File: config.mk
export PLATFORM = sky130hd
export DESIGN_NAME = arb2_sched
export DESIGN_NICKNAME = d
export VERILOG_FILES = /design/src/rtl/arb2_sched.sv
export SDC_FILE = /design/constraint.sdc
export NUM_CORES = 1
export LEC_CHECK = 0
export CORE_MARGIN = 2
export CORE_UTILIZATION = 49
export DETAILED_ROUTE_END_ITERATION = 7
export GPL_TIMING_DRIVEN = 0
export HOLD_SLACK_MARGIN = 0.03
export PLACE_DENSITY = 0.79
export SLEW_MARGIN = 5
export SYNTH_ARGS = -nofsm -noshare
export SYNTH_HDL_FRONTEND = slang
export SYNTH_SLANG_ARGS = --single-unit
File: constraint.sdc
create_clock -name clk -period 2.3 [get_ports clk]
set_clock_uncertainty 0.15 [all_clocks]
set_input_delay 0.345 -clock clk [delete_from_list [all_inputs] [get_ports clk]]
set_output_delay 0.345 -clock clk [all_outputs]
set_load 0.1 [all_outputs]
File: src/rtl/arb2_sched.sv
// arb2_sched: two-requester arbiter (fixed/round-robin) with hold limit and idle/grant counters; ports clk,rst,req_a,req_b,mode,done -> gnt_a,gnt_b,busy,timeout,idle_cnt,grant_cnt
module arb2_sched #(
  parameter int MAX_HOLD = 8,
  parameter int CNT_W = 8
) (
  input  logic             clk,
  input  logic             rst,
  input  logic             req_a,
  input  logic             req_b,
  input  logic             mode,
  input  logic             done,
  output logic             gnt_a,
  output logic             gnt_b,
  output logic             busy,
  output logic             timeout,
  output logic [CNT_W-1:0] idle_cnt,
  output logic [CNT_W-1:0] grant_cnt
);
  typedef enum logic [1:0] {IDLE, GRANT_A, GRANT_B} state_t;
  state_t state_q, state_d;
  logic [7:0] hold_q, hold_d;
  logic ptr_q, ptr_d;
  logic timeout_q, timeout_d;
  logic [CNT_W-1:0] idle_q, idle_d, gcnt_q, gcnt_d;
  logic pick_b, limit, any_req, idle_st;
  always_comb begin
    idle_st = state_q == IDLE;
    any_req = req_a | req_b;
    pick_b = mode ? (req_b & (~req_a | ~ptr_q)) : ~req_a;
    limit = hold_q == 8'(MAX_HOLD - 1);
    state_d = state_q;
    ptr_d = ptr_q;
    gcnt_d = gcnt_q;
    timeout_d = 1'b0;
    hold_d = (idle_st || done || limit) ? 8'd0 : hold_q + 8'd1;
    idle_d = (idle_st && !any_req && idle_q != '1) ? idle_q + CNT_W'(1) : idle_q;
    if (idle_st) begin
      if (any_req) begin
        state_d = pick_b ? GRANT_B : GRANT_A;
        ptr_d = pick_b;
        gcnt_d = (gcnt_q != '1) ? gcnt_q + CNT_W'(1) : gcnt_q;
      end
    end else if (done || limit) begin
      state_d = IDLE;
      timeout_d = ~done;
    end
  end
  always_ff @(posedge clk) begin
    if (rst) begin
      state_q <= IDLE;
      hold_q <= 8'd0;
      ptr_q <= 1'b1;
      timeout_q <= 1'b0;
      idle_q <= '0;
      gcnt_q <= '0;
    end else begin
      state_q <= state_d;
      hold_q <= hold_d;
      ptr_q <= ptr_d;
      timeout_q <= timeout_d;
      idle_q <= idle_d;
      gcnt_q <= gcnt_d;
    end
  end
  assign gnt_a = state_q == GRANT_A;
  assign gnt_b = state_q == GRANT_B;
  assign busy = state_q != IDLE;
  assign timeout = timeout_q;
  assign idle_cnt = idle_q;
  assign grant_cnt = gcnt_q;
endmodule

Word level (Yosys, flattened, before mapping)
Cells that the tools add are included.

Flip-flop bits (word level): 28. Output and inout bits: 20. Word-level logic and storage cells: 41.

Add/subtract/negate cells: 3. Equal/unequal tests: 6. Muxes and demuxes: 5. Bitwise operators: 7. Reductions and logical operators: 14.

Operators by type and width (number): $add 8x1->8 const B (3); $ne 8x8->1 const B (2); $eq 8x3->1 const B (1); $mux 2 (4); $not 1->1 (4); $reduce_and 2->1 (2); $reduce_bool 2->1 (2); $logic_or 1x1->1 (3); $reduce_and 3->1 (1); $reduce_or 3->1 (1); $eq 2x1->1 const B (1); $eq 2x2->1 const B (1); $logic_and 1x1->1 (2); $logic_not 2->1 (1); $ne 2x2->1 const B (1); $or 1x1->1 (2); $reduce_or 2->1 (1); $and 1x1->1 (1); $logic_not 1->1 (1); $mux 1 (1).

Longest topological paths before layout
Depth after elaboration: 7. Depth in mapped cells: 6.

Worst setup path after synthesis
Ideal clock, no wire load.

Path kind: reg2reg. Start point: register gcnt_q[0] (netlist: grant_cnt[0]). End point: register gcnt_q[1] (netlist: grant_cnt[1]). Setup time: 0.128 ns. Arrival: 2.141 ns. Required time: 2.022 ns. Slack: -0.118 ns. Cell stages (with the launch flop): 7. Buffers on the path: 1. Period minus slack after synthesis: 2.418 ns. Cell sequence: dfxtp_1 ha_1 nand3_1 o221ai_1 buf_2 mux2i_1 nor2_1.

Cells in the longest elaborated chain, start to end: 2. Elaborated cells between the ends (all ways): 3. Those cells by class: add/sub (1); eq/ne (1); reduce/logical (1).

RTL lines: from (decl) (RTL line 24) `logic [CNT_W-1:0] idle_q, idle_d, gcnt_q, gcnt_d;`; from (signal assigned) (RTL line 62) `gcnt_q <= gcnt_d;`; parallel branches: the longest is 2 deep, another holds $add 8x1->8.

Several ways; the timed one is not identified. A chain may end at the register's enable or synchronous reset.

Worst setup path in the final report
Start point: register gcnt_q[2] (netlist: grant_cnt[2]). End point: output grant_cnt[2].

RTL lines: to (decl) (RTL line 17) `output logic [CNT_W-1:0] grant_cnt`.

No word-level cell between the ends.

==> results.md <==
- RSZ-0062 raised after global routing: no
- Least-Margin Pin Slew: 0.9800 ns
- Number of buffer and inverter stages on the critical path: 1
- Fillers: 217
- Pre-Repair DR Iteration Count: 4
- Synth Area per Inst: 8.689 um^2
- Worst Path Arrival: 1.72 ns
- Die H: 54.71 um
- RD Place Congestion: 0.7519
- WL/cell: 13.98 um
- CP cell instances: dlygate4sd2_1
- Starting density of the core: 0.5133
- Crit Path Max Fanout: 7
- Cts-stage hold buffer count: 0
- Clock buffer depth: 2
- CTS H-tree lvls: 1
- IO Pins: 26
- Die area: 2993 um^2
- CTS tree: done
- Register-to-Register Setup Slack: 0.37 ns
- Final Critical Period: 2.218 ns
- Seq/Total Area, Yosys: 0.4449
- Startpoint Class: flip-flop
- Slowest cell on crit path: dlygate4sd2_1
- P per Cell Area: 660.7 nW/um^2
- Port bufs: 24
- Reg area: 564.3 um^2
- TritonCTS Buffers: 3
- Area of the core: 2455 um^2
- Final hold vios: 0
- First-pass GRT wire length: 4574 um
- Hold_sp: rst
- Grt total ovfl: 0
- Fmax: 450.8 MHz
- Period utilization: 0.9644
- Hold Path Depth: 2
- Sink Count: 28
- Pin count of the biggest net entering global routing: 17
- Total GRT Usage: 0.2136
- Initial DRC count: 30
- Critical path type: reg -> out
- Static Leak: 0.6520 nW
- Min-Delay Endpoint: grant_cnt[4]
- Dpl cells: 199
- Worst VDD drop: 0.4538 mV
- Final setup viols: 0
- R2r startpoint: state_q[0]
- Final core area utilization: 0.6437
- Detail Placement HPWL: 1984 um
- WL final: 2838 um
- Reg2reg end: idle_cnt[5]
- Required time of the critical path: 1.80 ns
- Syn_nets: 154
- Area of the mapped netlist: 1260 um^2
- Crit. End Element: output port
- Max_cap viols: 0
- DR DRC count: 0
- NumNets Final: 183
- CP top delay family: buffers and inverters
- Worst hold path type: in -> reg
- Die Wd: 54.71 um
- Rel. slew slack: 0.3492
- # rows: 18
- Area of the multi-input gates: 655.6 um^2
- Detail Route Antenna Nets: 0
- Area of placed instances: 1541 um^2
- Vias in the first global route: 989
- Yosys warns: 0
- Fin area: 1580 um^2
- Critical Path Max Stage Delay: 0.89 ns
- Setup Total Neg Slack: 0 ns
- R2R depth: 4
- Status: completed
- Hold WS: 0.2575 ns
- Via count: 1144
- Post-synthesis cell count: 145
- Synth Register Bits: 28
- Clk_lat worst skew: 0.33 ns
- Worst-path clk slew: 0.15 ns
- Vias/cell: 5.635
- Post-synthesis cell type count: 29
- Max-slew violation count: 0
- Diodes inserted: 0
- Filler-free cell count of the finished design: 203
- Layout cells sized above 1: 0.08671
- Area grow syn2layout: 25.42%
- Initial antenna violation count: 0
- Root buffer cell: clkbuf_4
==> report_power, final <==
| part | internal, W | switching (W) | total (W) |
|---|---|---|---|
| clock network | 0.000176 | 0.000151 | 0.000327 |
| registers | 0.000501 | 0.0000186 | 0.000520 |
| logic | 0.0000465 | 0.000150 | 0.000197 |
| total | 0.000724 | 0.000320 | 0.00104 |
==> synth_stat cells, drive strengths merged <==
cell	instances	share of area
o31ai	4	0.024
o21ai	7	0.031
a21oi	9	0.036
or3	5	0.025
ha	3	0.030
o211ai	3	0.018
o221ai	1	0.0070
nor3	2	0.0079
nor2	19	0.057
clkbuf	3	0.0099
a31oi	1	0.0050
xnor2	2	0.014
dfxtp	28	0.44
nand2b	2	0.0099
and3	4	0.020
a211oi	1	0.0060
nor4	1	0.017
nand4	3	0.015
nand3	14	0.056
nand2	6	0.018
mux2i	2	0.016
inv	7	0.021
or2	1	0.0050
buf	1	0.0040
xor2	9	0.063
or4	6	0.036
o41ai	1	0.0070
==> layer usage <==
layer	GRT usage	vias up	routed length (um)
met5	0	-	0
li1	-	580	-
met2	0.3313	32	1346
met3	0.03552	4	159
met4	0.08750	0	38
met1	0.2910	528	1294
==> layout by cell type, fill, tap and decap left out, types with 4 or more instances in the layout <==
cell type | netlist | final
o21ai_0 | 6 | 6
o31ai_1 | 4 | 4
nand2_1 | 6 | 6
or3_1 | 5 | 5
inv_1 | 7 | 7
nand3_1 | 14 | 14
dlygate4sd2_1 | 0 | 16
and3_1 | 4 | 4
a21oi_1 | 9 | 9
dfxtp_1 | 28 | 25
or4_1 | 6 | 6
nor2_1 | 19 | 19
xor2_1 | 9 | 9
clkdlybuf4s50_1 | 0 | 4
==> flip-flops by register name (all words and copies together), names as in the netlist <==
register,count
state_q,2
timeout,1
grant_cnt,8
idle_cnt,8
hold_q,8
ptr_q,1
==> through the flow <==
stage               setup WS (ns)  power (W)
finish                    0.08181   0.001044
global placement         -0.02373  0.0007295
floorplan                 0.02230  0.0006816
detailed placement       -0.03012  0.0007341
CTS                      0.005151   0.001048
global route             0.009161   0.001080
==> worst max path at each step <==
| stage | from | endpoint | slack (ns) | cells after the start |
|---|---|---|---|---|
| detailed placement | req_a | idle_cnt[5] | -0.03 | 5 |
| global placement | req_a | idle_cnt[5] | -0.02 | 5 |
| global route | idle_cnt[2] | idle_cnt[2] | 0.009 | 1 |
| floorplan | grant_cnt[4] | grant_cnt[1] | 0.02 | 5 |
| finish | grant_cnt[2] | grant_cnt[2] | 0.08 | 1 |
| CTS | timeout | timeout | 0.005 | 1 |
==> cells by family after synthesis <==
group / count (synthesis) / synth area share
mux: 2 / 0.01589
flops: 28 / 0.4449
compound gates: 27 / 0.1331
simple gates: 63 / 0.2651
fa+ha+maj: 3 / 0.02979
buf+inv: 11 / 0.03476
xor+xnor: 11 / 0.07647
==> cell type report <==
| cell class | count | share of cell area |
|---|---|---|
| clock buffer | 3 | 0.01425 |
| buffer | 4 | 0.01108 |
| clock inverter | 1 | 0.01900 |
| timing repair buffer | 24 | 0.1433 |
| inverter | 7 | 0.01663 |
| tap | 30 | 0.02375 |
| sequential | 28 | 0.3571 |
| multi-input combinational | 106 | 0.4149 |
==> what timing repair did <==
item,4_1_cts,5_1_grt
hold endpoints to repair,0,0
setup buffers,0,0
gates cloned,0,0
endpoints found under the setup margin,19,1
resized for setup,25,1
(Power assumes the default switching activity.)
